### src/rtl/pht_round_mix_pkg.sv
// Shared Twofish round types, defaults and rotate helpers.
// Purpose: word/round types and constants. Latency: n/a. Backpressure: n/a.
package twofish_pkg;

    localparam int DEF_NUM_ROUNDS = 16;
    localparam int DEF_RND_W      = $clog2(DEF_NUM_ROUNDS);
    localparam int SK_ROUND_BASE  = 8;

    typedef logic [31:0]          word_t;
    typedef logic [DEF_RND_W-1:0] round_t;

    // A zero amount shifts the complementary half by 32, which yields 0, so n=0 is safe.
    function automatic word_t rol32(input word_t x, input logic [4:0] n);
        rol32 = (x << n) | (x >> (6'd32 - {1'b0, n}));
    endfunction

    function automatic word_t ror32(input word_t x, input logic [4:0] n);
        ror32 = (x >> n) | (x << (6'd32 - {1'b0, n}));
    endfunction

endpackage

### src/rtl/pht_round_mix_if.sv
// Round-mix bundle: input beat, keystore request/response and result beat.
// Purpose: signal grouping only. Latency: n/a. Backpressure: valid/ready on in_* and out_*.
interface pht_round_mix_if #(
    parameter int RND_W = 4
);
    import twofish_pkg::*;

    logic             in_valid;
    logic             in_ready;
    word_t            in_t0;
    word_t            in_t1;
    word_t            in_r2;
    word_t            in_r3;
    logic [RND_W-1:0] in_round;
    logic             in_dec;

    logic             sk_req;
    logic [5:0]       sk_idx;
    word_t            sk_k0;
    word_t            sk_k1;

    logic             out_valid;
    logic             out_ready;
    word_t            out_r2;
    word_t            out_r3;
    logic             out_last;

    // Environment side: round controller, mds outputs and keystore.
    modport master (
        output in_valid, in_t0, in_t1, in_r2, in_r3, in_round, in_dec,
        output sk_k0, sk_k1, out_ready,
        input  in_ready, sk_req, sk_idx, out_valid, out_r2, out_r3, out_last
    );

    modport slave (
        input  in_valid, in_t0, in_t1, in_r2, in_r3, in_round, in_dec,
        input  sk_k0, sk_k1, out_ready,
        output in_ready, sk_req, sk_idx, out_valid, out_r2, out_r3, out_last
    );

endinterface

### src/rtl/pht_round_mix_core.sv
// Pseudo-Hadamard transform and round-subkey addition, all mod 2^32.
// Purpose: (t0,t1)->(p0,p1) and (p0,p1,k0,k1)->(f0,f1). Latency: 0, combinational. Backpressure: none.
module pht_core
    import twofish_pkg::*;
(
    input  word_t t0,
    input  word_t t1,
    input  word_t p0_q,
    input  word_t p1_q,
    input  word_t k0,
    input  word_t k1,
    output word_t p0,
    output word_t p1,
    output word_t f0,
    output word_t f1
);

    // The transform is split so the caller can register p0/p1 before keys arrive.
    assign p0 = t0 + t1;
    assign p1 = t0 + (t1 << 1);
    assign f0 = p0_q + k0;
    assign f1 = p1_q + k1;

endmodule

### src/rtl/pht_round_mix.sv
// Twofish round back-end: PHT, subkey add and 1-bit rotate/XOR into R2/R3. Macro: TWOFISH_DECRYPT_EN.
// Purpose: new R2/R3 per round. Latency: 2 cycles accept-to-out_valid, 1 beat/cycle.
// Backpressure: out_ready low holds S2, S1 then fills and in_ready drops.
module pht_round_mix
    import twofish_pkg::*;
#(
    parameter int NUM_ROUNDS = DEF_NUM_ROUNDS,
    parameter int RND_W      = $clog2(NUM_ROUNDS)
) (
    input  logic             clk,
    input  logic             rst_n,
    pht_round_mix_if.slave   bus
);

    localparam logic [RND_W-1:0] LAST_ROUND = RND_W'(NUM_ROUNDS - 1);

    // Stage 1 state
    logic             s1_full;
    logic             key_pend;
    logic             key_ok;
    word_t            s1_p0;
    word_t            s1_p1;
    word_t            s1_r2;
    word_t            s1_r3;
    word_t            s1_k0;
    word_t            s1_k1;
    logic [RND_W-1:0] s1_round;
`ifdef TWOFISH_DECRYPT_EN
    logic             s1_dec;
`endif

    // Stage 2 state
    logic             s2_full;
    word_t            s2_r2;
    word_t            s2_r3;
    logic             s2_last;

    logic             in_ready;
    logic             accept;
    logic             key_live;
    logic             s1_adv;
    logic [5:0]       sk_idx_calc;
    word_t            k0_use;
    word_t            k1_use;
    word_t            p0_nxt;
    word_t            p1_nxt;
    word_t            f0;
    word_t            f1;
    word_t            r2_nxt;
    word_t            r3_nxt;

    // Keys are usable either straight off the keystore (cycle after accept) or from the held copy.
    assign key_live = key_pend | key_ok;
    assign k0_use   = key_pend ? bus.sk_k0 : s1_k0;
    assign k1_use   = key_pend ? bus.sk_k1 : s1_k1;

    assign s1_adv   = s1_full && key_live && (!s2_full || bus.out_ready);
    assign in_ready = rst_n && (!s1_full || s1_adv);
    assign accept   = bus.in_valid && in_ready;

    // Out-of-range rounds simply wrap within the 6-bit keystore index.
    assign sk_idx_calc = 6'({bus.in_round, 1'b0}) + 6'(SK_ROUND_BASE);

    assign bus.in_ready  = in_ready;
    assign bus.sk_req    = accept;
    assign bus.sk_idx    = accept ? sk_idx_calc : 6'd0;
    assign bus.out_valid = s2_full;
    assign bus.out_r2    = s2_r2;
    assign bus.out_r3    = s2_r3;
    assign bus.out_last  = s2_last;

    pht_core u_pht (
        .t0   (bus.in_t0),
        .t1   (bus.in_t1),
        .p0_q (s1_p0),
        .p1_q (s1_p1),
        .k0   (k0_use),
        .k1   (k1_use),
        .p0   (p0_nxt),
        .p1   (p1_nxt),
        .f0   (f0),
        .f1   (f1)
    );

    always_comb begin
        r2_nxt = ror32(s1_r2 ^ f0, 5'd1);
        r3_nxt = rol32(s1_r3, 5'd1) ^ f1;
`ifdef TWOFISH_DECRYPT_EN
        if (s1_dec) begin
            r2_nxt = rol32(s1_r2, 5'd1) ^ f0;
            r3_nxt = ror32(s1_r3 ^ f1, 5'd1);
        end
`endif
    end

    always_ff @(posedge clk or negedge rst_n) begin
        if (!rst_n) begin
            s1_full  <= 1'b0;
            key_pend <= 1'b0;
            key_ok   <= 1'b0;
            s1_p0    <= '0;
            s1_p1    <= '0;
            s1_r2    <= '0;
            s1_r3    <= '0;
            s1_k0    <= '0;
            s1_k1    <= '0;
            s1_round <= '0;
`ifdef TWOFISH_DECRYPT_EN
            s1_dec   <= 1'b0;
`endif
        end else begin
            key_pend <= accept;
            // Capture the one-shot keystore response; later assignments below override key_ok.
            if (key_pend) begin
                s1_k0  <= bus.sk_k0;
                s1_k1  <= bus.sk_k1;
                key_ok <= 1'b1;
            end
            if (accept) begin
                s1_full  <= 1'b1;
                key_ok   <= 1'b0;
                s1_p0    <= p0_nxt;
                s1_p1    <= p1_nxt;
                s1_r2    <= bus.in_r2;
                s1_r3    <= bus.in_r3;
                s1_round <= bus.in_round;
`ifdef TWOFISH_DECRYPT_EN
                s1_dec   <= bus.in_dec;
`endif
            end else if (s1_adv) begin
                s1_full <= 1'b0;
                key_ok  <= 1'b0;
            end
        end
    end

    always_ff @(posedge clk or negedge rst_n) begin
        if (!rst_n) begin
            s2_full <= 1'b0;
            s2_r2   <= '0;
            s2_r3   <= '0;
            s2_last <= 1'b0;
        end else if (s1_adv) begin
            s2_full <= 1'b1;
            s2_r2   <= r2_nxt;
            s2_r3   <= r3_nxt;
            s2_last <= (s1_round == LAST_ROUND);
        end else if (bus.out_ready) begin
            s2_full <= 1'b0;
        end
    end

endmodule

### src/flat_wrapper.sv
// flat-port wrapper written by rule: the top's interface ports become plain ports
module pht_round_mix_flat import twofish_pkg::*;
#(
    parameter int NUM_ROUNDS = DEF_NUM_ROUNDS,
    parameter int RND_W      = $clog2(NUM_ROUNDS)
)
  (clk, rst_n, bus_in_valid, bus_in_t0, bus_in_t1, bus_in_r2, bus_in_r3, bus_in_round, bus_in_dec, bus_sk_k0, bus_sk_k1, bus_out_ready, bus_in_ready, bus_sk_req, bus_sk_idx, bus_out_valid, bus_out_r2, bus_out_r3, bus_out_last);
  pht_round_mix_if #(.RND_W(RND_W)) bus_i ();
  input  logic clk;
  input  logic rst_n;
  input wire logic [$bits(bus_i.in_valid)-1:0] bus_in_valid;
  input wire logic [$bits(bus_i.in_t0)-1:0] bus_in_t0;
  input wire logic [$bits(bus_i.in_t1)-1:0] bus_in_t1;
  input wire logic [$bits(bus_i.in_r2)-1:0] bus_in_r2;
  input wire logic [$bits(bus_i.in_r3)-1:0] bus_in_r3;
  input wire logic [$bits(bus_i.in_round)-1:0] bus_in_round;
  input wire logic [$bits(bus_i.in_dec)-1:0] bus_in_dec;
  input wire logic [$bits(bus_i.sk_k0)-1:0] bus_sk_k0;
  input wire logic [$bits(bus_i.sk_k1)-1:0] bus_sk_k1;
  input wire logic [$bits(bus_i.out_ready)-1:0] bus_out_ready;
  output wire logic [$bits(bus_i.in_ready)-1:0] bus_in_ready;
  output wire logic [$bits(bus_i.sk_req)-1:0] bus_sk_req;
  output wire logic [$bits(bus_i.sk_idx)-1:0] bus_sk_idx;
  output wire logic [$bits(bus_i.out_valid)-1:0] bus_out_valid;
  output wire logic [$bits(bus_i.out_r2)-1:0] bus_out_r2;
  output wire logic [$bits(bus_i.out_r3)-1:0] bus_out_r3;
  output wire logic [$bits(bus_i.out_last)-1:0] bus_out_last;
  assign bus_i.in_valid = bus_in_valid;
  assign bus_i.in_t0 = bus_in_t0;
  assign bus_i.in_t1 = bus_in_t1;
  assign bus_i.in_r2 = bus_in_r2;
  assign bus_i.in_r3 = bus_in_r3;
  assign bus_i.in_round = bus_in_round;
  assign bus_i.in_dec = bus_in_dec;
  assign bus_i.sk_k0 = bus_sk_k0;
  assign bus_i.sk_k1 = bus_sk_k1;
  assign bus_i.out_ready = bus_out_ready;
  assign bus_in_ready = bus_i.in_ready;
  assign bus_sk_req = bus_i.sk_req;
  assign bus_sk_idx = bus_i.sk_idx;
  assign bus_out_valid = bus_i.out_valid;
  assign bus_out_r2 = bus_i.out_r2;
  assign bus_out_r3 = bus_i.out_r3;
  assign bus_out_last = bus_i.out_last;
  pht_round_mix #(.NUM_ROUNDS(NUM_ROUNDS), .RND_W(RND_W)) u_core (.clk(clk), .rst_n(rst_n), .bus(bus_i));
endmodule
### config.mk
export PLATFORM = sky130hd
export DESIGN_NAME = pht_round_mix_flat
export DESIGN_NICKNAME = d
export VERILOG_FILES = /design/src/rtl/pht_round_mix_pkg.sv /design/src/rtl/pht_round_mix_if.sv /design/src/rtl/pht_round_mix_core.sv /design/src/rtl/pht_round_mix.sv /design/src/flat_wrapper.sv
export SDC_FILE = /design/constraint.sdc
export NUM_CORES = 1
export LEC_CHECK = 0
export BUFFER_PORTS_ARGS = -buffer_cell sky130_fd_sc_hd__buf_2
export CAP_MARGIN = 40
export CORE_ASPECT_RATIO = 1.2
export CORE_UTILIZATION = 50
export DETAILED_ROUTE_END_ITERATION = 12
export GPL_TIMING_DRIVEN = 0
export PLACE_DENSITY = 0.81
export SETUP_SLACK_MARGIN = 0.05
export SYNTH_ARGS = -nofsm -noshare
export SYNTH_HDL_FRONTEND = slang
export SYNTH_SLANG_ARGS = --single-unit
### constraint.sdc
create_clock -name clk -period 9.1 [get_ports clk]
set_input_delay 0.91 -clock clk [delete_from_list [all_inputs] [get_ports clk]]
set_output_delay 0.91 -clock clk [all_outputs]
set_load 0.03 [all_outputs]
==> impl_metrics.tcl <==
set metrics [dict create \
    status "finished clean" \
    ys.flop_type "dfrtp_1" \
    drt_pass1_iterations 5 \
    synth_area_leaders "dfrtp_1 40%, ha_1 9.4%, nand2_1 9.3%" \
    drc 0 \
    worstSetupEndpointType "output port" \
    die_y_um 201 \
    startpoint_type "flop" \
    cts_buffers 29 \
    vdd.ir_drop.worst_mv 0.213 \
    synth_top_area_share_pct 40.3 \
    yosysTopAreaCell "dfrtp_1" \
    fin_crit_ns 5.22 \
    tns_ns 0 \
    utilization_pct 60.2 \
    setup_viol 0 \
    grt_pass1_vias 14600 \
    drtIter0Drc 919 \
    htreeDepth 1 \
    avgSynthCellArea_um2 9.12 \
    overflow 0 \
    synth-edff-count 0 \
    cts.path.max_buffers 3 \
    instances_no_fill 2546 \
    maxCapViolations 0 \
    tightest_slew_ns 0.922 \
    slew_viol_final 0 \
    critPathArrivalTime_ns 4.31 \
    reg2reg_depth 13 \
    ios 275 \
    cts_root_buffer "clkbuf_16" \
    rsz0062_at_grt "no" \
    rr_startpoint "u_core.key_pend" \
    path_class "reg -> out" \
    track_usage_pct 29.5 \
    final_antenna_net_count 0 \
    grt_pass1_wl_um 77300 \
    area_growth_pct 18.4 \
    fp.coreArea_um2 32300 \
    ys_seq_area_share_pct 40.3 \
    required_ns 8.19 \
    fmax_mhz 191 \
    finalClockSkew_ns 0.0163 \
    wirelength_um 50300 \
    mappedNetlistArea_um2 16400 \
    cts_tree "built" \
    slew_headroom_pct 38.5 \
    synthArstFlopShare_pct 100 \
    die_x_um 168 \
    cts_setup_buffers 0 \
    antenna_found_initial 10 \
    wl_per_cell_um 19.7 \
    initial_core_util_pct 50.8 \
    clkTransAtPathRegs_ns 0.06 \
    synth_warnings 0 \
    finalHoldViolCount 0 \
    p_leak_nw 9.63 \
    hold_slack_ns 0.226 \
    ctsHoldBuffers 0 \
    syn_inst 1802 \
    layout-drive-gt1-share_pct 19.4 \
    gp_congestion 0.931 \
    startpoint "u_core.key_pend" \
    syn-num-nets 2131 \
    clock_sinks 265 \
    ys_ff_latch 265 \
    cp_max_fo 10 \
    via_per_inst 5.77 \
    grt_start_max_net_pins 124 \
    portBuffers 272 \
    dpl.cell_count 2491 \
    clkLatencyLatePin_ns 0.57 \
    nets 2444 \
    post_cts_resize_count 0 \
    row_count 72 \
    synth_cell_types 70 \
    dieArea_um2 33600 \
    power_density_nw_per_um2 408 \
    hold_path.class "in -> async" \
    vias 14700 \
    fin_crit_sh_pct 57.4 \
    dpl.hpwl_um 39300 \
]
-- flip-flops by register name, indices dropped and copies added (netlist names) --
| signal | count |
|---|---|
| u_core.bus.out_last | 1 |
| u_core.bus.out_r2 | 32 |
| u_core.bus.out_r3 | 32 |
| u_core.bus.out_valid | 1 |
| u_core.key_ok | 1 |
| u_core.key_pend | 1 |
| u_core.s1_full | 1 |
| u_core.s1_k0 | 32 |
| u_core.s1_k1 | 32 |
| u_core.s1_p0 | 32 |
| u_core.s1_p1 | 32 |
| u_core.s1_r2 | 32 |
| u_core.s1_r3 | 32 |
| u_core.s1_round | 4 |
-- cell usage after synthesis, types with 3 or more instances --
master       n
a2111oi_0    3
a211oi_1    11
a21boi_0     5
a21o_1      77
a21oi_1    110
a221oi_1     4
a22oi_1      3
a311oi_2     3
a31oi_1     15
and2_1      11
and3_1      17
buf_1        8
clkbuf_1    61
dfrtp_1    265
fa_1         4
ha_1       124
inv_1       18
mux2_2      66
mux2i_1      4
nand2_1    406
nand2b_1     7
nand3_1     33
nand4_1     17
nor2_1      63
nor2b_1      6
nor3_1      20
nor3b_1      3
o2111ai_1    3
o211ai_1     5
o21a_1      19
o21ai_0    153
o21ai_1      3
o21bai_1    19
o31ai_1      9
or3_1        7
or4_1        3
xnor2_1    120
xor2_1      56
-- kinds of logic (layout without fill, tap and decap cells) --
family,count (synthesis),after routing,synth area share [%]
other,1,6,0.0228
flip-flops,265,265,40.3
adder cells (fa/ha/maj),128,128,9.93
XOR/XNOR,176,176,9.38
AND/OR/NAND/NOR,601,601,15.4
AO/OA/AOI/OAI,470,470,18.0
buffers and inverters,91,423,2.15
multiplexers,70,70,4.76
-- critical path, cell delays in order (launching register included) --
cell	delay [ns]
dfrtp_1	0.39
o21ai_0	0.30
nand2b_1	0.16
clkbuf_1	0.39
nand2_1	0.12
and2_1	0.18
nand2_1	0.26
buf_2	0.35
clkbuf_1	0.58
clkbuf_1	0.72
nor2_1	0.07
buf_2	0.21
-- worst paths after layout --
path / to / slack [ns]
min: u_core.s1_r2[27] / 0.23
min in group clk: u_core.bus.out_r2[17] / 0.47
min reg2reg: u_core.bus.out_r2[17] / 0.47
max in group asynchronous: u_core.bus.out_r3[7] / 7.90
max reg2reg: u_core.bus.out_r3[27] / 3.99
max: bus_sk_idx[3] / 3.88
-- cell usage in the layout, fill, tap and decap left out, drive strengths merged, types with 5 or more instances in the layout --
cell type  instances
nand2            406
buf              293
dfrtp            265
o21ai            156
ha               124
xnor2            120
a21oi            112
clkbuf           101
a21o              78
mux2              66
nor2              63
xor2              56
nand3             33
nor3              20
o21bai            19
o21a              19
inv               18
and3              17
nand4             17
a31oi             15
a211oi            13
and2              11
o31ai              9
nand2b             7
or3                7
clkinv             7
nor2b              6
diode              5
o211ai             5
a21boi             5
a2111oi            5
a311oi             5
-- cell type report --
type                       count  area, um2
antenna                        5       12.5
buffer                        72        283
clock buffer                  40        847
clock inverter                10        135
fill                        2815      12900
inverter                      19       71.3
multi-input combinational   1446       9450
sequential                   265       6630
tap                          407        509
timing repair buffer         282       1520
-- report_power, final --
part           internal, mW  total [mW]  switching, mW
sequential             1.76        2.10          0.332
clock                 0.730        1.23          0.499
combinational          1.87        4.62           2.75
-- metal layers --
layer / global-route usage [%] / up-vias / part of all wire, %
met5: 0 / - / 0.15
met4: 13.7 / 12 / 4.5
met3: 4.20 / 131 / 6.0
met2: 49.2 / 520 / 47
met1: 38.0 / 7090 / 42
li1: - / 6937 / -
-- metrics by stage --
stage	power, mW	area, um2	worst slack (ns)
final	7.95	19500	3.88
after floorplan	5.42	16400	5.25
after CTS	7.94	19400	3.87
after global routing	8.49	19500	3.71
after detailed placement	6.66	18500	4.03
after global placement	6.49	18300	0.345
No activity file was read; power rests on OpenSTA's default activity.
